--- config.mk ---
export PLATFORM = sky130hd
export DESIGN_NAME = piece_ctr_flat
export DESIGN_NICKNAME = d
export VERILOG_FILES = /design/src/rtl/piece_ctr_if.sv /design/src/rtl/piece_ctr.sv /design/src/flat_wrapper.sv
export SDC_FILE = /design/constraint.sdc
export NUM_CORES = 1
export LEC_CHECK = 0
export CAP_MARGIN = 20
export CORE_MARGIN = 5
export CORE_UTILIZATION = 38
export DETAILED_ROUTE_END_ITERATION = 10
export GPL_TIMING_DRIVEN = 1
export PLACE_DENSITY = 0.68
export SYNTH_ARGS = -nofsm -noshare
export SYNTH_HDL_FRONTEND = slang
export SYNTH_SLANG_ARGS = --single-unit
--- constraint.sdc ---
create_clock -name VGA_CLK_n -period 7.37 [get_ports VGA_CLK_n]
set_input_delay 1.474 -clock VGA_CLK_n [delete_from_list [all_inputs] [get_ports VGA_CLK_n]]
set_output_delay 1.474 -clock VGA_CLK_n [all_outputs]
set_load 0.01 [all_outputs]
--- src/rtl/piece_ctr_if.sv ---
// piece_ctr_if: key/flag inputs and piece-state outputs of the falling-piece
// controller.
//   master : drives keys and board flags, observes the piece (board/top side)
//   slave  : piece_ctr itself
//   key_left/key_right/key_rot  active-high levels, edge-detected in the slave
//   move_reset  cell below piece occupied; nl/nr left/right neighbour occupied
//   lflag       rotation permitted
//   xadd/yadd   piece origin in pixels (multiples of 40)
//   x0..y3      cell offsets from origin, in cells
//   shape/direction/spawn/game_over  piece identity and status
interface piece_ctr_if;
  logic       key_left, key_right, key_rot;
  logic       move_reset, nl, nr, lflag;
  logic [9:0] xadd, yadd;
  logic [1:0] x0, y0, x1, y1, x2, y2, x3, y3;
  logic [2:0] shape;
  logic [1:0] direction;
  logic       spawn, game_over;

  modport master (
    output key_left, key_right, key_rot, move_reset, nl, nr, lflag,
    input  xadd, yadd, x0, y0, x1, y1, x2, y2, x3, y3,
           shape, direction, spawn, game_over
  );

  modport slave (
    input  key_left, key_right, key_rot, move_reset, nl, nr, lflag,
    output xadd, yadd, x0, y0, x1, y1, x2, y2, x3, y3,
           shape, direction, spawn, game_over
  );
endinterface

--- src/rtl/piece_ctr.sv ---
// piece_ctr: active-tetromino controller. Applies gravity, key moves and
// rotation, holds the landed piece while the board locks it, then spawns the
// next piece chosen by an 8-bit LFSR.
//   VGA_CLK_n  system clock (rising edge)
//   iRST_n     asynchronous active-low reset
//   bus        piece_ctr_if.slave (keys, board flags, piece state)
module piece_ctr #(
  parameter int DROP_TICKS  = 12_500_000,
  parameter int LOCK_CYCLES = 20_000_000,
  parameter int SETTLE      = 2,
  parameter int SPAWN_COL   = 4
) (
  input  logic          VGA_CLK_n,
  input  logic          iRST_n,
  piece_ctr_if.slave    bus
);

  localparam int CMAX = (DROP_TICKS > LOCK_CYCLES) ? DROP_TICKS : LOCK_CYCLES;
  localparam int CW   = (CMAX > 2) ? $clog2(CMAX) : 1;
  localparam int SW   = (SETTLE > 1) ? $clog2(SETTLE + 1) : 1;
  localparam logic [CW-1:0] DROP_LAST = CW'(DROP_TICKS - 1);
  localparam logic [CW-1:0] LOCK_LAST = CW'(LOCK_CYCLES - 1);
  localparam logic [9:0]    X_SPAWN   = 10'(SPAWN_COL * 40);
  localparam logic [9:0]    STEP      = 10'd40;
  localparam logic [9:0]    Y_FLOOR   = 10'd440;

  typedef enum logic [1:0] {SPAWN, FALL, LOCK, OVER} state_t;

  state_t          state, state_nx;
  logic [CW-1:0]   cnt;      // gravity count in FALL, hold count in LOCK
  logic [SW-1:0]   settle;   // key lockout after an accepted move/rotate
  logic [7:0]      lfsr;
  logic [2:0]      key_s, key_d, rise;   // {rot, right, left}
  logic [9:0]      xadd, yadd;
  logic [2:0]      shape;
  logic [1:0]      direction;
  logic            spawn, game_over;
  logic [15:0]     offs;     // {x0,y0,x1,y1,x2,y2,x3,y3}
  logic [1:0]      min_a, min_b, min_x;
  logic            tick, landed, idle_keys;
  logic            do_drop, do_rot, do_left, do_right, any_key;

  assign rise = key_s & ~key_d;

  // state register
  always_ff @(posedge VGA_CLK_n or negedge iRST_n)
    if (!iRST_n) state <= SPAWN;
    else         state <= state_nx;

  // next state
  always_comb begin
    state_nx = state;
    case (state)
      SPAWN:   state_nx = FALL;
      FALL:    if (tick && landed) state_nx = (yadd != 10'd0) ? LOCK : OVER;
      LOCK:    if (cnt == LOCK_LAST) state_nx = SPAWN;
      default: state_nx = OVER;
    endcase
  end

  // control strobes; gravity wins the cycle, then rotate > left > right.
  // Unused edges are lost because key_d catches up every clock.
  always_comb begin
    tick      = (state == FALL) && (cnt == DROP_LAST);
    landed    = bus.move_reset || (yadd >= Y_FLOOR);
    do_drop   = tick && !landed;
    idle_keys = (state == FALL) && !tick && (settle == '0);
    do_rot    = idle_keys && rise[2] && bus.lflag && !bus.move_reset;
    do_left   = idle_keys && !do_rot && rise[0] && !bus.nl &&
                ((xadd != 10'd0) || (min_x != 2'd0));
    do_right  = idle_keys && !do_rot && !do_left && rise[1] && !bus.nr;
    any_key   = do_rot || do_left || do_right;
  end

  // datapath
  always_ff @(posedge VGA_CLK_n or negedge iRST_n) begin
    if (!iRST_n) begin
      lfsr      <= 8'hA5;
      key_s     <= '0;
      key_d     <= '0;
      cnt       <= '0;
      settle    <= '0;
      xadd      <= X_SPAWN;
      yadd      <= '0;
      shape     <= '0;
      direction <= '0;
      spawn     <= 1'b0;
      game_over <= 1'b0;
    end else begin
      lfsr  <= {lfsr[6:0], lfsr[7] ^ lfsr[5] ^ lfsr[4] ^ lfsr[3]};
      key_s <= {bus.key_rot, bus.key_right, bus.key_left};
      key_d <= key_s;
      spawn <= (state == SPAWN);
      case (state)
        SPAWN: begin
          shape     <= 3'(lfsr % 8'd5);
          direction <= '0;
          xadd      <= X_SPAWN;
          yadd      <= '0;
          cnt       <= '0;
          settle    <= '0;
        end
        FALL: begin
          cnt <= tick ? '0 : cnt + 1'b1;
          if (do_drop)  yadd      <= yadd + STEP;
          if (do_rot)   direction <= direction + 2'd1;
          if (do_left)  xadd      <= xadd - STEP;
          if (do_right) xadd      <= xadd + STEP;
          if (any_key)            settle <= SW'(SETTLE);
          else if (settle != '0)  settle <= settle - 1'b1;
          if (state_nx == OVER)   game_over <= 1'b1;
        end
        LOCK:    cnt <= cnt + 1'b1;
        default: ;
      endcase
    end
  end

  // cell offsets, combinational from registered shape/direction
  always_comb begin
    offs = {2'd0,2'd0, 2'd1,2'd0, 2'd0,2'd1, 2'd1,2'd1};  // square
    case (shape)
      3'd1: offs = direction[0] ? {2'd0,2'd0, 2'd0,2'd1, 2'd0,2'd2, 2'd0,2'd3}
                                : {2'd0,2'd0, 2'd1,2'd0, 2'd2,2'd0, 2'd3,2'd0};
      3'd2: case (direction)
        2'd0: offs = {2'd0,2'd0, 2'd0,2'd1, 2'd0,2'd2, 2'd1,2'd2};
        2'd1: offs = {2'd0,2'd0, 2'd1,2'd0, 2'd2,2'd0, 2'd0,2'd1};
        2'd2: offs = {2'd0,2'd0, 2'd1,2'd0, 2'd1,2'd1, 2'd1,2'd2};
        default: offs = {2'd2,2'd0, 2'd0,2'd1, 2'd1,2'd1, 2'd2,2'd1};
      endcase
      3'd3: case (direction)
        2'd0: offs = {2'd0,2'd0, 2'd1,2'd0, 2'd2,2'd0, 2'd1,2'd1};
        2'd1: offs = {2'd1,2'd0, 2'd0,2'd1, 2'd1,2'd1, 2'd1,2'd2};
        2'd2: offs = {2'd1,2'd0, 2'd0,2'd1, 2'd1,2'd1, 2'd2,2'd1};
        default: offs = {2'd0,2'd0, 2'd0,2'd1, 2'd1,2'd1, 2'd0,2'd2};
      endcase
      3'd4: offs = direction[0] ? {2'd1,2'd0, 2'd0,2'd1, 2'd1,2'd1, 2'd0,2'd2}
                                : {2'd0,2'd0, 2'd1,2'd0, 2'd1,2'd1, 2'd2,2'd1};
      default: ;
    endcase
  end

  // leftmost occupied cell column relative to origin, for the left-wall test
  assign min_a = (offs[15:14] < offs[11:10]) ? offs[15:14] : offs[11:10];
  assign min_b = (offs[7:6]   < offs[3:2])   ? offs[7:6]   : offs[3:2];
  assign min_x = (min_a < min_b) ? min_a : min_b;

  assign {bus.x0, bus.y0, bus.x1, bus.y1, bus.x2, bus.y2, bus.x3, bus.y3} = offs;
  assign bus.xadd      = xadd;
  assign bus.yadd      = yadd;
  assign bus.shape     = shape;
  assign bus.direction = direction;
  assign bus.spawn     = spawn;
  assign bus.game_over = game_over;

endmodule

--- src/flat_wrapper.sv ---
// flat-port wrapper written by rule: the top's interface ports become plain ports
module piece_ctr_flat 
#(
  parameter int DROP_TICKS  = 12_500_000,
  parameter int LOCK_CYCLES = 20_000_000,
  parameter int SETTLE      = 2,
  parameter int SPAWN_COL   = 4
)
  (VGA_CLK_n, iRST_n, bus_key_left, bus_key_right, bus_key_rot, bus_move_reset, bus_nl, bus_nr, bus_lflag, bus_xadd, bus_yadd, bus_x0, bus_y0, bus_x1, bus_y1, bus_x2, bus_y2, bus_x3, bus_y3, bus_shape, bus_direction, bus_spawn, bus_game_over);
  piece_ctr_if bus_i ();
  input  logic VGA_CLK_n;
  input  logic iRST_n;
  input wire logic [$bits(bus_i.key_left)-1:0] bus_key_left;
  input wire logic [$bits(bus_i.key_right)-1:0] bus_key_right;
  input wire logic [$bits(bus_i.key_rot)-1:0] bus_key_rot;
  input wire logic [$bits(bus_i.move_reset)-1:0] bus_move_reset;
  input wire logic [$bits(bus_i.nl)-1:0] bus_nl;
  input wire logic [$bits(bus_i.nr)-1:0] bus_nr;
  input wire logic [$bits(bus_i.lflag)-1:0] bus_lflag;
  output wire logic [$bits(bus_i.xadd)-1:0] bus_xadd;
  output wire logic [$bits(bus_i.yadd)-1:0] bus_yadd;
  output wire logic [$bits(bus_i.x0)-1:0] bus_x0;
  output wire logic [$bits(bus_i.y0)-1:0] bus_y0;
  output wire logic [$bits(bus_i.x1)-1:0] bus_x1;
  output wire logic [$bits(bus_i.y1)-1:0] bus_y1;
  output wire logic [$bits(bus_i.x2)-1:0] bus_x2;
  output wire logic [$bits(bus_i.y2)-1:0] bus_y2;
  output wire logic [$bits(bus_i.x3)-1:0] bus_x3;
  output wire logic [$bits(bus_i.y3)-1:0] bus_y3;
  output wire logic [$bits(bus_i.shape)-1:0] bus_shape;
  output wire logic [$bits(bus_i.direction)-1:0] bus_direction;
  output wire logic [$bits(bus_i.spawn)-1:0] bus_spawn;
  output wire logic [$bits(bus_i.game_over)-1:0] bus_game_over;
  assign bus_i.key_left = bus_key_left;
  assign bus_i.key_right = bus_key_right;
  assign bus_i.key_rot = bus_key_rot;
  assign bus_i.move_reset = bus_move_reset;
  assign bus_i.nl = bus_nl;
  assign bus_i.nr = bus_nr;
  assign bus_i.lflag = bus_lflag;
  assign bus_xadd = bus_i.xadd;
  assign bus_yadd = bus_i.yadd;
  assign bus_x0 = bus_i.x0;
  assign bus_y0 = bus_i.y0;
  assign bus_x1 = bus_i.x1;
  assign bus_y1 = bus_i.y1;
  assign bus_x2 = bus_i.x2;
  assign bus_y2 = bus_i.y2;
  assign bus_x3 = bus_i.x3;
  assign bus_y3 = bus_i.y3;
  assign bus_shape = bus_i.shape;
  assign bus_direction = bus_i.direction;
  assign bus_spawn = bus_i.spawn;
  assign bus_game_over = bus_i.game_over;
  piece_ctr #(.DROP_TICKS(DROP_TICKS), .LOCK_CYCLES(LOCK_CYCLES), .SETTLE(SETTLE), .SPAWN_COL(SPAWN_COL)) u_core (.VGA_CLK_n(VGA_CLK_n), .iRST_n(iRST_n), .bus(bus_i));
endmodule
==> impl_summary.md, run 1 <==
Outcome
The flow ran to the end, and the final reports show no timing, DRC or antenna violations.

GRT
The combined global-route utilization of all metal layers is 0.142. The first global-routing pass estimated 17000 µm of wire. The number of global-route vias before repair is 3702. The total grt overflow is 0. The initial antenna violation count is 0.

The largest net degree at the start of global routing is 65.

Logic synthesis
The biggest area contributor in the post-synthesis netlist is sky130_fd_sc_hd__dfrtp_1. By count the netlist is led by sky130_fd_sc_hd__dfrtp_1 (58), sky130_fd_sc_hd__nor2_1 (52), sky130_fd_sc_hd__o21ai_0 (49). The synthesized design contains 0 enable-type register cells. The Yosys step of the flow raised 0 warnings. Counting flops and latches in the post-synthesis netlist gives 64. By area the synthesized netlist is led by sky130_fd_sc_hd__dfrtp_1 (33%), sky130_fd_sc_hd__ha_1 (7.9%), sky130_fd_sc_hd__o21ai_0 (5.6%), sky130_fd_sc_hd__nor2_1 (4.4%), sky130_fd_sc_hd__nand2_1 (3.7%). The cell count after synthesis is 512. The mean post-synth cell area is 8.61 µm². The top-area cell type share of the netlist area is 0.329.

In the synthesized netlist the async set-or-reset flop fraction comes to 1.00. The unique cell type count in the Yosys netlist is 71. The most common cell in the synthesized netlist is sky130_fd_sc_hd__dfrtp_1. The portion of the post-synthesis area used by sequential elements is 0.365.

In the synthesized netlist the dominant register cell turns out to be sky130_fd_sc_hd__dfrtp_1. The post-synthesis cell area is 4410 µm².

Critical path
The gate family responsible for the most delay along the worst path is compound AO/OA/AOI/OAI gates. The slowest cell on the critical path is sky130_fd_sc_hd__dfrtp_1. STA classifies the critical path startpoint as a flop. By instance count, the cell type seen most on the critical path is sky130_fd_sc_hd__ha_1. Walking the worst path, the cells encountered are inv_1, ha_1, a21oi_1, a211oi_1, a21oi_1, inv_1, ha_1, ha_1, nand2b_1, a21oi_1, o211ai_1, nand2_1, nor2_1, ha_1, nor2b_1, o21a_1, o21ai_0, a21boi_0, o21ai_0, o311ai_0, mux2_2, o22ai_1.

The worst-path maximum fanout is 11. Data on the critical path arrives at its endpoint at 4790 ps. STA classifies the critical path endpoint as a flop. The number of buffers and inverters on the critical path is 2. The path type of the worst setup path is reg -> reg.

Data on the critical path is required at its endpoint by 7620 ps. On the worst path, the slowest cell contributes a delay of 510 ps.

Die
The floorplan step set the die width to 118 µm. The die covers 13900 µm². The floorplan has 39 rows. The floorplan step set the die height to 118 µm. The core area is 11400 µm². The number of ports placed on the die boundary is 52. The effective utilization at floorplan is 0.386.

Route
The detail-routed net length per standard cell is 14.1 µm. In the routed design, unresolved DRC markers number 0. The initial detailed-routing violation count is 305. The first detailed-routing pass took 4 iterations. The count of nets left with antenna violations once routing finished came out at 0. The wire length reported by the detailed router is 9750 µm. The total vias in the final route is 3784. Using the TritonRoute via totals, the vias-per-cell ratio works out to 5.46.

Clock network
The post-CTS resize count is 0. The clock tree from TritonCTS is done. Clock latency on the worst-skew pair, taken at its later pin, is 330 ps. The number of buffers inserted by post-CTS setup repair is 0. In this run the number of H-tree levels came out at 3. The number of clock sinks seen by CTS is 64. Hold repair after CTS inserted 0 buffers.

The cell sitting at the root of the clock tree is a sky130_fd_sc_hd__clkbuf_16. Counting along the longest clock path gives a buffer depth of 2. The TritonCTS buffer count is 9.

The clock transition at the registers of the reported paths is 60 ps.

STA
Setup total negative slack on the finished layout was measured at 0 ps. The slew at the pin closest to its max-slew limit is 820 ps. Subtracting the final worst setup slack from the clock period gives 4530 ps. The upper clock frequency limit is 221 MHz. The count of final hold-check violations is 0.

The final max-slew violation count is 0. Setup repair after global routing left no endpoint under its margin. Setup violations remaining at the end of the flow were counted as 0. In the finished design, the share of the clock period the worst path needs comes to 0.615. In this run the tightest slew margin relative to its limit is 0.453. The worst setup slack after layout is 2840 ps. Clock skew on the completed layout was measured at 8.39 ps.

Pwr
The leakage power of the design is 2.13 nW. The largest voltage drop on the vdd net is 179 µV. Dividing total power by cell area gives a power density of 159 nW/µm².

Place
Before CTS, the worst setup slack after placement is 2860 ps. Routability-driven placement finished with a final weighted congestion of 0.795. The count of buffers inserted at the top-level ports is 41. The half-perimeter wire length after placement is 6970 µm.

Layout
The antenna diode instance count is 0. Of the cells placed in the final design, the portion with a size suffix greater than 1 is 0.0727. The final layout contains 583 nets.

The growth of design area from synthesis to finish is 17.7%.

Flow run
Max-cap violations in this run came to 0.

Hold path
The path class of the tightest hold or removal check is reg -> reg.
-- cell usage in the layout (no fill, tap or decap), drive strengths merged, types with 5 or more instances in the layout --
cell type and n:
ha 28, or3b 5, a31oi 6, nand2 44
inv 22, xor2 9, nand4 8, dfstp 6
nor2b 18, clkdlybuf4s50 40, dfrtp 58, a21oi 29
nor4 7, o31ai 13, o21ai 53, nor2 52
xnor2 7, clkbuf 10, o21a 5, or3 6
conb 12, o211ai 6, nand2b 11, mux2i 9
and3 6, nand3 17
-- sequential cells by signal (all words and copies together), names as in the netlist --
register and cells:
u_core.key_s 3, u_core.bus.spawn 1, u_core.cnt 25, u_core.bus.game_over 1, u_core.bus.shape 3, u_core.bus.direction 2
u_core.key_d 3, u_core.settle 2, u_core.lfsr 8, u_core.state 2, u_core.bus.yadd 7, u_core.bus.xadd 7
-- final timing paths --
check / startpoint / endpoint / slack, ps / depth (start not counted)
min in group asynchronous: iRST_n / u_core.bus.shape[1] / 1320 / 2
hold reg to reg: u_core.key_s[2] / u_core.key_d[2] / 380 / 0
hold / removal: u_core.key_s[2] / u_core.key_d[2] / 380 / 0
max in group asynchronous: iRST_n / u_core.cnt[15] / 5530 / 2
setup reg to reg: u_core.bus.direction[0] / u_core.bus.xadd[9] / 2840 / 22
setup / recovery: u_core.bus.direction[0] / u_core.bus.xadd[9] / 2840 / 22
-- report_power, final --
| group | total, W | internal [W] | switching (W) |
|---|---|---|---|
| Combinational | 0.0000172 | 0.00000538 | 0.0000118 |
| Clock | 0.000455 | 0.000298 | 0.000158 |
| Sequential | 0.000354 | 0.000353 | 0.000000751 |
-- logic make-up (layout without fill, tap and decap cells) --
kind of cell,Yosys count,count (layout),synth area share
other,1,12,0.000851
buffers and inverters,53,80,0.0593
XOR/XNOR,16,16,0.0318
adder cells (fa/ha/maj),29,29,0.0840
AO/OA/AOI/OAI,146,146,0.213
multiplexers,10,10,0.0230
flip-flops,64,64,0.365
AND/OR/NAND/NOR,193,193,0.223
-- routing by layer --
metal | global-route usage | part of all wire
met3 | 0.0457 | 0.056
met5 | 0 | 0
met4 | 0.0409 | 0.0065
met1 | 0.177 | 0.47
met2 | 0.236 | 0.47
-- through the flow --
| stage | hold slack, ps | total power, W | util | instances | area (µm²) |
|---|---|---|---|---|---|
| floorplan | 350 | 0.000369 | - | 523 | 4450 |
| global placement | 364 | 0.000378 | 0.426 | 677 | 4870 |
| detailed placement | 370 | 0.000378 | 0.426 | 677 | 4870 |
| CTS | 378 | 0.000840 | 0.454 | 693 | 5190 |
| global route | 398 | 0.000859 | 0.454 | 693 | 5190 |
| finish | 378 | 0.000827 | 0.454 | 693 | 5190 |
-- area by class of cell --
cell class                      count  area, µm²
Clock buffer                       10        229
Clock inverter                      6       91.3
Fill cell                        1089       6230
Inverter                           21       78.8
Multi-Input combinational cell    406       2580
Sequential cell                    64       1610
Tap cell                          143        179
Timing Repair Buffer               43        420
Power figures use the tool's default switching activity.
==> inputs of run 2 (changes only) <==
==> constraint.sdc (replaced) <==
create_clock -name VGA_CLK_n -period 4.6 [get_ports VGA_CLK_n]
set_input_delay 0.92 -clock VGA_CLK_n [delete_from_list [all_inputs] [get_ports VGA_CLK_n]]
set_output_delay 0.92 -clock VGA_CLK_n [all_outputs]
set_load 0.01 [all_outputs]
==> run 2 against run 1 <==
Against the previous run: wire length increased by 0.78%; flip-flop and latch count unchanged; first-iteration DRC count decreased by 11%; clock skew increased by 2.2 ps; via count decreased by 1.0%; sequential share of layout area decreased by 0.12 points; clock power increased by 46%; utilization increased by 0.24 points; worst hold slack improved by 2.5 ps; critical path type unchanged; largest power group unchanged; highest routed layer unchanged.
==> impl_summary.md, run 2 (synthesized netlist as in run 1, its figures left out) <==
Layout
For this run, the post-layout net count is 587. The filler-free cell count of the finished design is 697. The top cell types in the final layout, fill and taps aside, are sky130_fd_sc_hd__dfrtp_1 (56), sky130_fd_sc_hd__nor2_1 (52), sky130_fd_sc_hd__o21ai_0 (48). In the final layout, the share of cells above drive strength 1 is 0.0830. Leaving out fill and tap cells, the most frequent cell in the layout is sky130_fd_sc_hd__dfrtp_1.

The growth of design area from synthesis to finish is 18.3%. The largest registers in the layout are u_core.cnt x25, u_core.lfsr x8. The flip-flop count of the largest register, all copies and words added is 25. The largest register by flop count is u_core.cnt.

The number of antenna diodes in the final layout is 0.

Critical path
The worst register-to-register path has a setup slack of 430 ps. The worst path required time is 4840 ps. Data on the critical path arrives at its endpoint at 4420 ps. In this run the worst path has a maximum fanout of 5. The critical path in this run is classified as reg -> reg. The number of cells on the worst reg-to-reg path is 20.

The worst setup path is captured at a flop. The worst setup path is launched from a flop. The critical path launch point is u_core.bus.direction[1]. The reg-to-reg critical path startpoint is u_core.bus.direction[1]. The capture point of the worst reg-to-reg path is u_core.bus.xadd[9].

Die
The width of the die is 118 µm. The standard-cell row count is 39. The die covers 13900 µm². The core region is 11400 µm². The effective utilization at floorplan is 0.386. 52 I/O pins were placed. The die height is 118 µm.

Route
In the routed design, unresolved DRC markers number 0. The post-detailed-route via-to-cell ratio is 5.37. The final route contains 3745 vias. The detail-routed net length per standard cell is 14.1 µm. The first detailed-routing pass ran for 4 iterations. Summed over all layers, the routed wires come to 9830 µm.

The first routing iteration left 270 violations. The number of nets with antenna violations after routing is 0.

GRT
The wire length of the first global-routing pass is 16400 µm. The initial antenna violation count is 0. The number of global-route vias before repair is 3528. Entering global routing, the biggest net connects 44 pins. Global routing finished with a remaining overflow of 0. The combined global-route utilization of all metal layers is 0.138.

STA
For the pin with the worst max-slew slack, the measured transition is 865 ps. For the final routed database, the setup TNS stands at 0 ps. The number of endpoints failing setup at the final stage is 0. Across the routed clock network, the largest skew measured is 10.6 ps. Setup repair after global routing left no endpoint under its margin.

The count of final hold-check violations came to 0. The normalized max-slew margin is 0.424. The minimum clock period after layout is 4170 ps. The worst setup slack after layout is 426 ps.

The final hold slack is 380 ps. The final cycle utilization of the critical path is 0.907. The final max-slew violation count is 0.

Based on the critical path, the design can be clocked at up to 240 MHz.

Clock network
The TritonCTS buffer count is 9. TritonCTS built the clock tree. No sink is reached through more buffers than the 2 on the longest clock path. The number of clock sinks seen by CTS is 64. For the worst-skew pair, the clock arrives at the later sink with an insertion delay of 330 ps.

The number of buffers inserted for hold repair after clock tree synthesis is 0. The clock transition at the registers of the reported paths is 60 ps. In this run the number of H-tree levels came out at 3.

CTS placed an instance of sky130_fd_sc_hd__clkbuf_16 at the clock tree root.

Place
The placer's final routability congestion estimate is 0.819. Timing analysis after detailed placement gives a worst setup slack of 226 ps. Detailed placement ended at an HPWL of 7060 µm. During placement, the flow inserted port buffers numbering 41.

The instance count after placement with tap cells included is 678.

Pwr
The largest voltage drop on the vdd net is 179 µV. In this run the power density over the cells is 242 nW/µm². The leakage power of the design is 2.15 nW.

Hold path
The kind of path behind the tightest hold check is reg -> reg. Along the worst hold path, the cell count comes to 0. The startpoint of the lowest-slack hold path is u_core.key_s[0].

The end point of the worst hold path is u_core.key_d[0].

Flow run
Across the run, the number of max-cap violations was 0.

Outcome
The run finished with clean final reports.
==> run 2: cell type report <==
| type | count | area, µm² |
|---|---|---|
| tap | 143 | 179 |
| sequential | 64 | 1610 |
| inverter | 21 | 78.8 |
| fill | 1092 | 6200 |
| multi-input combinational | 406 | 2580 |
| timing repair buffer | 47 | 470 |
| clock inverter | 5 | 57.6 |
| clock buffer | 11 | 233 |
==> run 2: worst max-delay path by stage <==
stage	to	slack, ps
floorplan	u_core.bus.xadd[9]	420
global placement	u_core.bus.xadd[9]	460
detailed placement	u_core.bus.xadd[9]	230
CTS	u_core.bus.xadd[9]	200
global route	u_core.bus.xadd[9]	70
finish	u_core.bus.xadd[9]	430
==> run 2: metal layers <==
metal / up-vias / GRT usage / wire length (µm)
li1: 1892 / - / -
met1: 1764 / 0.180 / 4640
met2: 78 / 0.223 / 4630
met3: 11 / 0.0452 / 457
met4: 0 / 0.0330 / 91
met5: - / 0 / 0
==> run 2: through the flow <==
stage	area, µm²	utilization	total power (W)
floorplan	4450	-	0.000592
global placement	4870	0.427	0.000606
detailed placement	4870	0.427	0.000606
CTS	5160	0.452	0.00128
global route	5210	0.457	0.00131
finish	5210	0.457	0.00126
==> run 2: power breakdown <==
group           total, W  switching (W)  internal, W
combinational  0.0000315      0.0000202    0.0000114
clock           0.000664       0.000244     0.000419
sequential      0.000568     0.00000124     0.000566
total            0.00126       0.000266     0.000997
==> run 2: timing repair <==
item / CTS / global route
resized for setup: 0 / 4
buffers inserted: 0 / 2
setup endpoints to repair: 0 / 1
endpoints found under the hold margin: 0 / 0
==> run 2: worst max-delay path, stage by stage, from the launching register on <==
cell and delay [ps]:
sky130_fd_sc_hd__dfrtp_1 420, sky130_fd_sc_hd__inv_1 140, sky130_fd_sc_hd__ha_1 250, sky130_fd_sc_hd__o21ai_0 280, sky130_fd_sc_hd__a211oi_2 150, sky130_fd_sc_hd__ha_1 250, sky130_fd_sc_hd__ha_1 270, sky130_fd_sc_hd__nand2b_1 70
sky130_fd_sc_hd__a21oi_1 60, sky130_fd_sc_hd__o211ai_1 240, sky130_fd_sc_hd__nand2_1 100, sky130_fd_sc_hd__nor2_1 200, sky130_fd_sc_hd__ha_1 310, sky130_fd_sc_hd__nor2b_1 150, sky130_fd_sc_hd__o21a_1 170, sky130_fd_sc_hd__o21ai_0 140
sky130_fd_sc_hd__a21boi_0 150, sky130_fd_sc_hd__o21ai_1 180, sky130_fd_sc_hd__o311ai_0 150, sky130_fd_sc_hd__mux2_2 290, sky130_fd_sc_hd__o22ai_1 130
==> inputs of run 3 (changes only) <==
--- a/config.mk
+++ b/config.mk
@@ -5,7 +5,6 @@
 export SDC_FILE = /design/constraint.sdc
 export NUM_CORES = 1
 export LEC_CHECK = 0
-export CAP_MARGIN = 20
 export CORE_MARGIN = 5
 export CORE_UTILIZATION = 38
 export DETAILED_ROUTE_END_ITERATION = 10
==> run 3 against run 2 <==
Against the previous run: worst hold slack is essentially flat; final area shrank 0.53%; first-iteration DRC count grew 2.2%; clock skew is essentially flat; global-route usage is the same; final cell count shrank 0.14%; clock-buffer cell count is the same; non-clock buffer count shrank 1; largest cell class unchanged.
==> impl_summary.md, run 3 (synthesized netlist as in run 1, its figures left out) <==
Hold path
The worst hold path terminates at u_core.key_d[0]. The kind of path behind the tightest hold check is reg -> reg. The count of cells along the worst hold path is 0. The startpoint of the lowest-slack hold path is u_core.key_s[0].

GRT
The initial antenna violation count is 0. Entering global routing, the biggest net connects 44 pins. The combined global-route utilization of all metal layers is 0.138. The wire length of the first global-routing pass is 16400 µm.

The number of global-route vias before repair is 3528. Global routing finished with a remaining overflow of 0.

Clock network
The number of clock sinks seen by CTS is 64. The tree is rooted in a sky130_fd_sc_hd__clkbuf_16. The clock tree from TritonCTS is done. The clock latency on the worst-skew pair is 330 ps. After clock tree synthesis, the clock-pin slew on the worst setup and hold paths is 60 ps. The number of levels the H-tree was split into is 3. The TritonCTS buffer count is 9.

The maximum count of clock buffers along a single path is 2. The number of buffers inserted for hold repair after clock tree synthesis is 0.

Die
The effective utilization at floorplan is 0.386. The core area is 11400 µm². The width of the die is 118 µm. Pin placement for this block handled 52 I/O pins. The die is 118 µm tall. The initialized floorplan defines 39 standard-cell rows. The die area is 13900 µm².

STA
The normalized max-slew margin is 0.365. At the pin with the least slew margin, the transition time is 952 ps. The summed negative setup slack over all endpoints is 0 ps. In the finished design, the share of the clock period the worst path needs comes to 0.910. The final max-slew violation count is 0. Clock skew on the completed layout was measured at 10.6 ps. For the finished layout, the period the worst path requires is 4180 ps. The upper clock frequency limit is 239 MHz. The count of final hold-check violations was 0. The number of endpoints failing setup at the final stage is 0.

Setup repair after global routing left no endpoint under its margin.

Layout
Leaving out fill and tap cells, the most frequent cells in the layout are sky130_fd_sc_hd__dfrtp_1 (56), sky130_fd_sc_hd__nor2_1 (52), sky130_fd_sc_hd__o21ai_0 (48). The register with the most flip-flops in the layout has 25 of them. 0 antenna diodes ended up in the layout. In the final layout, the registers with the most flip-flops are u_core.cnt x25, u_core.lfsr x8. The growth of design area from synthesis to finish is 17.7%. In the final design database the tool counted 586 nets. Fill cells in the final layout number 1099. In the final layout, the share of cells above drive strength 1 is 0.0814. The library cell used most frequently in the layout, excluding fill and tap cells, is sky130_fd_sc_hd__dfrtp_1.

The largest register by flop count is u_core.cnt. The share of the core filled with cells in the final layout is 0.454. The filler-free cell count of the finished design is 696.

Pwr
Of the total power, the share spent switching nets is 0.211. Overall power consumption after layout is estimated at 0.00126 W. The analysis attributes to net switching a power of 0.000265 W. Of the total power, registers draw 0.450. In this run the static leakage power is 2.13 nW.

Dividing total power by cell area gives a power density of 243 nW/µm². The cell-internal power is 0.000995 W. The power share of the clock group is 0.527. Across the VDD grid, the largest voltage drop is 179 µV. The share of total power dissipated in combinational logic is 0.023.

Flow run
The number of maximum-capacitance constraint violations is 0.

Route
The wire length reported by the detailed router is 9790 µm. The routed layout has 3730 vias. Dividing the detail-routed via count by the number of cells gives 5.36. The number of nets with antenna violations after routing is 0. The number of optimization iterations in the first detailed-route pass is 4. The detail-routed net length per standard cell is 14.1 µm. The detailed router finished its first iteration with 276 violations. In the routed design, unresolved DRC markers number 0.

Critical path
The reg-to-reg critical path startpoint is u_core.bus.direction[1]. At the worst endpoint, the arrival time is 4430 ps. The worst path required time is 4840 ps. The worst reg2reg path depth is 20. The capture point of the worst reg-to-reg path is u_core.bus.xadd[9].

The kind of start point of the critical path is a flop. For flop-to-flop paths, the worst setup slack is 420 ps. The worst setup path is of the reg -> reg kind. The worst setup path is captured at a flop. The worst-path maximum fanout is 5.

Outcome
The run finished with clean final reports.

Place
The count of buffers inserted at the top-level ports is 41. The half-perimeter wire length after placement is 7060 µm. The instance count after placement with tap cells included is 678. The placer's final routability congestion estimate is 0.819.
==> run 3: layout make-up <==
cell class | count | area, µm² | share of cell area
Tap cell | 143 | 179 | 0.0345
Inverter | 21 | 78.8 | 0.0152
Multi-Input combinational cell | 406 | 2580 | 0.498
Clock buffer | 11 | 233 | 0.0449
Clock inverter | 5 | 57.6 | 0.0111
Timing Repair Buffer | 46 | 443 | 0.0854
Sequential cell | 64 | 1610 | 0.311
==> run 3: power groups by stage <==
stage                     clock, W  combinational (W)  sequential (W)
after floorplan                  0          0.0000146        0.000577
after global placement           0          0.0000288        0.000577
after detailed placement         0          0.0000291        0.000577
after CTS                 0.000682          0.0000295        0.000567
after global routing      0.000706          0.0000333        0.000567
final                     0.000664          0.0000285        0.000568
==> run 3: repair_timing <==
item	CTS	global route
hold endpoints to repair	0	0
gates resized for setup	0	4
setup buffers	0	2
setup endpoints to repair	0	1
==> run 3: how the worst max path moves through the flow <==
stage                                       start  depth (start not counted)            endpoint  slack (ps)
after global placement    u_core.bus.direction[0]                         21  u_core.bus.xadd[9]         460
final                     u_core.bus.direction[1]                         20  u_core.bus.xadd[9]         420
after CTS                 u_core.bus.direction[0]                         22  u_core.bus.xadd[9]         200
after detailed placement  u_core.bus.direction[0]                         22  u_core.bus.xadd[9]         230
after global routing      u_core.bus.direction[1]                         20  u_core.bus.xadd[9]          70
after floorplan               u_core.bus.shape[0]                         19  u_core.bus.xadd[9]         420
==> run 3: critical path, cell delays in order, from the launching register on <==
cell and delay, ps:
sky130_fd_sc_hd__dfrtp_1 420, sky130_fd_sc_hd__inv_1 140, sky130_fd_sc_hd__ha_1 260, sky130_fd_sc_hd__o21ai_0 280
sky130_fd_sc_hd__a211oi_2 150, sky130_fd_sc_hd__ha_1 250, sky130_fd_sc_hd__ha_1 270, sky130_fd_sc_hd__nand2b_1 70
sky130_fd_sc_hd__a21oi_1 60, sky130_fd_sc_hd__o211ai_1 240, sky130_fd_sc_hd__nand2_1 100, sky130_fd_sc_hd__nor2_1 200
sky130_fd_sc_hd__ha_1 310, sky130_fd_sc_hd__nor2b_1 150, sky130_fd_sc_hd__o21a_1 170, sky130_fd_sc_hd__o21ai_0 140
sky130_fd_sc_hd__a21boi_0 150, sky130_fd_sc_hd__o21ai_1 180, sky130_fd_sc_hd__o311ai_0 150, sky130_fd_sc_hd__mux2_2 290
sky130_fd_sc_hd__o22ai_1 130
==> run 3: stage by stage <==
step,instance area [µm²],hold slack (ps),setup WS [ps]
global route,5190,387,65.9
finish,5190,381,415
global placement,4870,362,464
detailed placement,4870,366,226
CTS,5160,379,197
floorplan,4450,350,422
==> run 3: layer usage <==
metal | track usage | vias up | wire length, µm
met5 | 0 | - | 0
met4 | 0.0330 | 0 | 91
met3 | 0.0452 | 11 | 415
met2 | 0.223 | 65 | 4600
met1 | 0.180 | 1762 | 4680
li1 | - | 1892 | -
==> variant 1 (flow settings as in run 3) <==
Re-encode `state_t` (4 states) as one-hot, 4 bits wide.
--- a/src/rtl/piece_ctr.sv
+++ b/src/rtl/piece_ctr.sv
@@ -25,5 +25,5 @@
   localparam logic [9:0]    Y_FLOOR   = 10'd440;
 
-  typedef enum logic [1:0] {SPAWN, FALL, LOCK, OVER} state_t;
+  typedef enum logic [3:0] {SPAWN = 4'b0001, FALL = 4'b0010, LOCK = 4'b0100, OVER = 4'b1000} state_t;
 
   state_t          state, state_nx;
Function: same outputs for any inputs over 10 cycles, from zero or initial values and one cycle with iRST_n low; not proved beyond that.
==> variant 1 against run 3 <==
Routed wire length rose by 1.0%; design area decreased by 1.5%; critical endpoint unchanged; utilization is 0.29 points lower; worst setup slack got worse by 86 ps; synthesized area is 1.5% lower; via count down 3.6%; power shrank 3.5%; sequential cell count increased by 2.
==> variant 1: results (changes against run 3) <==
[sta]
whs_ps=365.2  ; was 380.6 ps
tightestPinTransition_ps=962.0  ; was 951.9 ps
fin_skew_ps=6.108  ; was 10.62 ps

[critical_path]
r2r_cells=19  ; was 20
reg2reg_slack_ps=330  ; was 420 ps
critPathMaxFanout=10  ; was 5
critPathArrivalTime_ps=4480  ; was 4430 ps
crit_path_start=u_core.bus.direction[0]$_DFFE_PN0P_  ; was u_core.bus.direction[1]$_DFFE_PN0P_

[grt]
grt_pass1_vias=3477  ; was 3528
grt_start_max_net_pins=40  ; was 44
grt_pass1_wl_um=16520  ; was 16450 µm
gr-usage-all-layers_pct=15.00  ; was 13.83%

[place]
globalplace.congestion=0.8584  ; was 0.8186
dpl.hpwl_um=7231  ; was 7057 µm
port_buffers=41  ; unchanged
place_area_um2=4855  ; was 4873 µm²

[run_status]
outcome=finished clean  ; unchanged

[synth]
async_flop_share_pct=100.0  ; unchanged
synth.top_cells.by_area=dfrtp_1 (34%), ha_1 (6.1%), nor2_1 (4.3%)  ; was dfrtp_1 (33%), ha_1 (7.9%), o21ai_0 (5.6%)
ys.flop_type=dfrtp_1  ; unchanged
yosysSeqAreaShare_pct=38.24  ; was 36.50%
synth_cell_types=84  ; was 71
ys_top_cells_by_count=dfrtp_1 (59), nor2_1 (50), nand2_1 (43)  ; was dfrtp_1 (58), nor2_1 (52), o21ai_0 (49)

[route]
drtPass1Iterations=4  ; unchanged
dr_total_vias=3597  ; was 3730
drc=0  ; unchanged
drt_wl_total_um=9889  ; was 9790 µm
drt_iter0_drc=220  ; was 276

[clock_tree]
post_cts_buffers=0  ; unchanged
cts_made_buffers=9  ; unchanged
tritoncts=built  ; unchanged
clock_latency_ps=330  ; about the same

[layout]
drive_gt1_share_pct=9.733  ; was 8.137%
fin_nets=550  ; was 586
num_antenna_cells=0  ; unchanged

[pwr]
ir_drop_mv=0.2191  ; was 0.1789 mV
p_leak_nw=2.208  ; was 2.134 nW

[worst_hold_path]
hold_depth=0  ; unchanged

-- variant 1: changes by cell type in the layout (fill, tap and decap cells not counted), sizes merged, moves of 5 or more --
cell	change
ha	-7
nor3	+8
nor2b	-10
o31ai	-8
o21ai	-24
nand4	+5
mux2i	-5
xor2	+12
inv	+5
xnor2	+6
-- variant 1: report_power, final --
part           internal [mW]  total (mW)  switching (mW)  leakage (nW)
Sequential             0.585       0.587         0.00209         0.841
Combinational         0.0114      0.0341          0.0227          1.24
Clock                  0.364       0.595           0.230         0.122
Total                  0.961        1.22           0.255          2.21
-- variant 1: final cells by class --
cell class	instances	area, µm²
clock buffers	15	247.7
clock inverters	1	5.005
fillers	1110	6212
inverters	26	97.59
multi-input cells	371	2482
flip-flops and latches	66	1662
well taps	143	178.9
repair buffers	45	435.4
-- variant 1: through the flow --
step | std cells | setup slack [ps]
global placement | 651 | 384.5
detailed placement | 651 | 254.6
CTS | 667 | 232.7
floorplan | 488 | 535.8
global route | 667 | 0.8287
finish | 667 | 329.5
-- variant 1: critical path: stages, from the launching register on --
cell and delay [ps]:
dfrtp_2 440, inv_1 100, ha_1 250, a21oi_1 160, a211oi_1 90, a21oi_1 200, inv_1 80, ha_1 220
ha_1 270, a22o_1 280, a211oi_2 330, inv_1 170, ha_1 360, o21a_1 180, o31a_1 110, o21ai_0 160
nand2b_1 130, o31ai_1 260, a211oi_2 110, a211o_1 260
-- variant 1: worst min-delay path by stage --
stage / end / start
2_1_floorplan: u_core.key_d[1]$_DFF_PN0_ / u_core.key_s[1]$_DFF_PN0_
3_3_place_gp: u_core.key_d[0]$_DFF_PN0_ / u_core.key_s[0]$_DFF_PN0_
3_5_place_dp: u_core.key_d[0]$_DFF_PN0_ / u_core.key_s[0]$_DFF_PN0_
4_1_cts: u_core.key_d[0]$_DFF_PN0_ / u_core.key_s[0]$_DFF_PN0_
5_1_grt: u_core.key_d[0]$_DFF_PN0_ / u_core.key_s[0]$_DFF_PN0_
6_report: u_core.key_d[0]$_DFF_PN0_ / u_core.key_s[0]$_DFF_PN0_
-- variant 1: logic make-up (layout without fill, tap and decap cells) --
kind of cell    count (synthesis)  count (layout)  synth area share, %
simple gates                  193             193                23.80
compound gates                105             105                17.61
flops                          66              66                38.24
buf+inv                        51              87                5.620
xor+xnor                       34              34                6.859
fa+ha+maj                      22              22                6.513
mux                             5               5                1.268
other cells                     1              12              0.08637
-- variant 1: timing repair --
action,CTS,global route
gates resized for setup,0,1
endpoints found under the setup margin,0,1
hold buffers,0,0
hold endpoints to repair,0,0
-- variant 1: metal layers --
metal  vias up  part of all wire, %  global-route usage, %
met3        11                  4.3                  2.365
met2        84                   47                  24.38
met1      1735                   47                  20.16
li1       1767                    -                      -
met5         -                    0                      0
met4         0                  1.4                  5.734
==> variant 2 (flow settings as in run 3) <==
Without the edit above. `DROP_TICKS` is set to 12_500_000 in 2 places; all go to 6_250_000.
--- a/src/rtl/piece_ctr.sv
+++ b/src/rtl/piece_ctr.sv
@@ -6,5 +6,5 @@
 //   bus        piece_ctr_if.slave (keys, board flags, piece state)
 module piece_ctr #(
-  parameter int DROP_TICKS  = 12_500_000,
+  parameter int DROP_TICKS  = 6_250_000,
   parameter int LOCK_CYCLES = 20_000_000,
   parameter int SETTLE      = 2,
--- a/src/flat_wrapper.sv
+++ b/src/flat_wrapper.sv
@@ -2,5 +2,5 @@
 module piece_ctr_flat 
 #(
-  parameter int DROP_TICKS  = 12_500_000,
+  parameter int DROP_TICKS  = 6_250_000,
   parameter int LOCK_CYCLES = 20_000_000,
   parameter int SETTLE      = 2,
Behaviour: same outputs for any inputs over 10 cycles, from zero or initial values and one cycle with iRST_n low; that may be too few to reach the edited logic, so the function may still have changed.
==> variant 2 against run 3 <==
Maximum frequency is essentially flat; sequential share of layout area grew 0.088 points; clock skew shrank 6.6 ps; worst setup slack lost 3.5 ps; design area shrank 0.36%; global-route usage grew 0.81 points; synthesized area shrank 0.17%; utilization is essentially flat; routed wire length grew 3.8%; first-iteration DRC count shrank 1.1%; sequential cell count is the same; critical path type unchanged.
Power is not compared: it rests on default switching activity, and its combinational part moved more than twofold at a synthesized area within 25%.
==> variant 2: results (changes against run 3) <==
[clock_tree]
cts_root_buf=clkbuf_16  ; unchanged
clock_latency_ps=320
clockBufferDepth=2  ; unchanged
ctsResizeCount=0  ; unchanged
cts.clk_slew.worst_paths_ps=50
h-tree-depth=3  ; unchanged
cts_made_buffers=9  ; unchanged
post_cts_buffers=0  ; unchanged

[sta]
fin_skew_ps=4.032  ; was 10.62 ps
slew_headroom_pct=53.81  ; was 36.54%

[grt]
grt_start_max_net_pins=37  ; was 44
met2_usage_pct=23.90  ; was 22.31%
gr-usage-all-layers_pct=14.64  ; was 13.83%
antenna_found_initial=0  ; unchanged
grt_pass1_vias=3698  ; was 3528
grt_pass1_wl_um=17540  ; was 16450 µm
grt_use_met1_pct=18.65  ; was 18.00%
grtUsageMet3_pct=4.613  ; was 4.517%

[pwr]
total_power_mw=1.828
sw_frac_of_total_pct=30.41
p_leak_nw=2.176
comb-power_mw=0.490

[layout]
largestRegisters=u_core.cnt: 25 flops, u_core.lfsr: 8 flops  ; unchanged
num_antenna_cells=0  ; unchanged
fin_nets=591  ; was 586
layout.cells.non_filler=702  ; was 696
nFillCells=1125  ; was 1099
drive_gt1_share_pct=7.335  ; was 8.137%

[synth]
yosysSeqAreaShare_pct=36.57  ; was 36.50%
synthCells=523  ; was 512
async_flop_share_pct=100.0  ; unchanged
ys_warn_count=0  ; unchanged
synth_cell_types=64  ; was 71
synth.most_common_cell=dfrtp_1  ; unchanged
ys_top_cells_by_count=dfrtp_1 (58), nor2_1 (57), nand2_1 (44)  ; was dfrtp_1 (58), nor2_1 (52), o21ai_0 (49)
synth.top_cells.by_area=dfrtp_1 (33%), ha_1 (7.4%), nor2_1 (4.9%)  ; was dfrtp_1 (33%), ha_1 (7.9%), o21ai_0 (5.6%)

[critical_path]
worstReg2RegStart=u_core.bus.direction[0]$_DFFE_PN0P_  ; was u_core.bus.direction[1]$_DFFE_PN0P_
critPathArrivalTime_ps=4430  ; about the same
cp-start-kind=flop  ; unchanged
critPathBufInv=2  ; was 1
crit_slowest_cell=dfrtp_2  ; was dfrtp_1
critPathMaxFanout=12  ; was 5
path_delay_family=compound AO/OA/AOI/OAI gates  ; unchanged
slowest_delay_ps=480  ; was 420 ps

[route]
dr_wl_met2_um=4884  ; was 4602 µm
vias_per_cell=5.472  ; was 5.359
drt_iter0_drc=273  ; was 276
wl_met1_um=4728  ; was 4680 µm
wl_met3_um=467  ; was 415 µm
top_layer=met4  ; unchanged
drt_wl_total_um=10160  ; was 9790 µm

[run_status]
outcome=finished clean  ; unchanged

[place]
dp_worst_setup_slack_ps=289.7  ; was 226.0 ps
place_area_um2=4876  ; was 4873 µm²
dpl.hpwl_um=7312  ; was 7057 µm
globalplace.congestion=0.8583  ; was 0.8186
dp_cells=687  ; was 678

[flow_run]
maxCapViolations=0  ; unchanged

[worst_hold_path]
hold_start=u_core.key_s[0]$_DFF_PN0_  ; unchanged

==> variant 2: cell count changes after synthesis, sizes merged, moves of 4 or more <==
| cell | change |
|---|---|
| nor2 | +5 |
| mux2i | -4 |
| nand3b | +6 |
| nor2b | -4 |
| nor3 | +6 |
| clkbuf | +5 |
| a211oi | -4 |
| o22ai | -4 |
| and2 | +4 |
| o31ai | -5 |
| nand3 | +6 |
| a21oi | -5 |
==> variant 2: path summary, 6_finish.rpt <==
kind                                                        to  slack [ps]  cells past startpoint
max                             u_core.bus.xadd[9]$_DFFE_PN0P_         410                     22
min                                  u_core.key_d[0]$_DFF_PN0_         370                      0
max reg2reg                     u_core.bus.xadd[9]$_DFFE_PN0P_         410                     22
min reg2reg                          u_core.key_d[0]$_DFF_PN0_         370                      0
max in group asynchronous       u_core.bus.xadd[5]$_DFFE_PN1P_        3040                      2
min in group asynchronous  u_core.bus.direction[1]$_DFFE_PN0P_         630                      1
==> variant 2: logic make-up after synthesis <==
logic type | Yosys count | synth area share, %
compound gates | 136 | 19.48
other cells | 1 | 0.08522
buf+inv | 57 | 5.971
fa+ha+maj | 27 | 7.848
mux | 9 | 2.161
simple gates | 216 | 25.31
flops | 64 | 36.57
xor+xnor | 13 | 2.587
==> variant 2: area by class of cell <==
| cell class | instances | area [µm²] | area share (%) |
|---|---|---|---|
| Tap cell | 143 | 178.9 | 3.462 |
| Timing Repair Buffer | 45 | 435.4 | 8.426 |
| Inverter | 22 | 82.58 | 1.598 |
| Sequential cell | 64 | 1610 | 31.16 |
| Multi-Input combinational cell | 413 | 2574 | 49.81 |
| Clock buffer | 9 | 225.2 | 4.358 |
| Clock inverter | 6 | 61.31 | 1.186 |
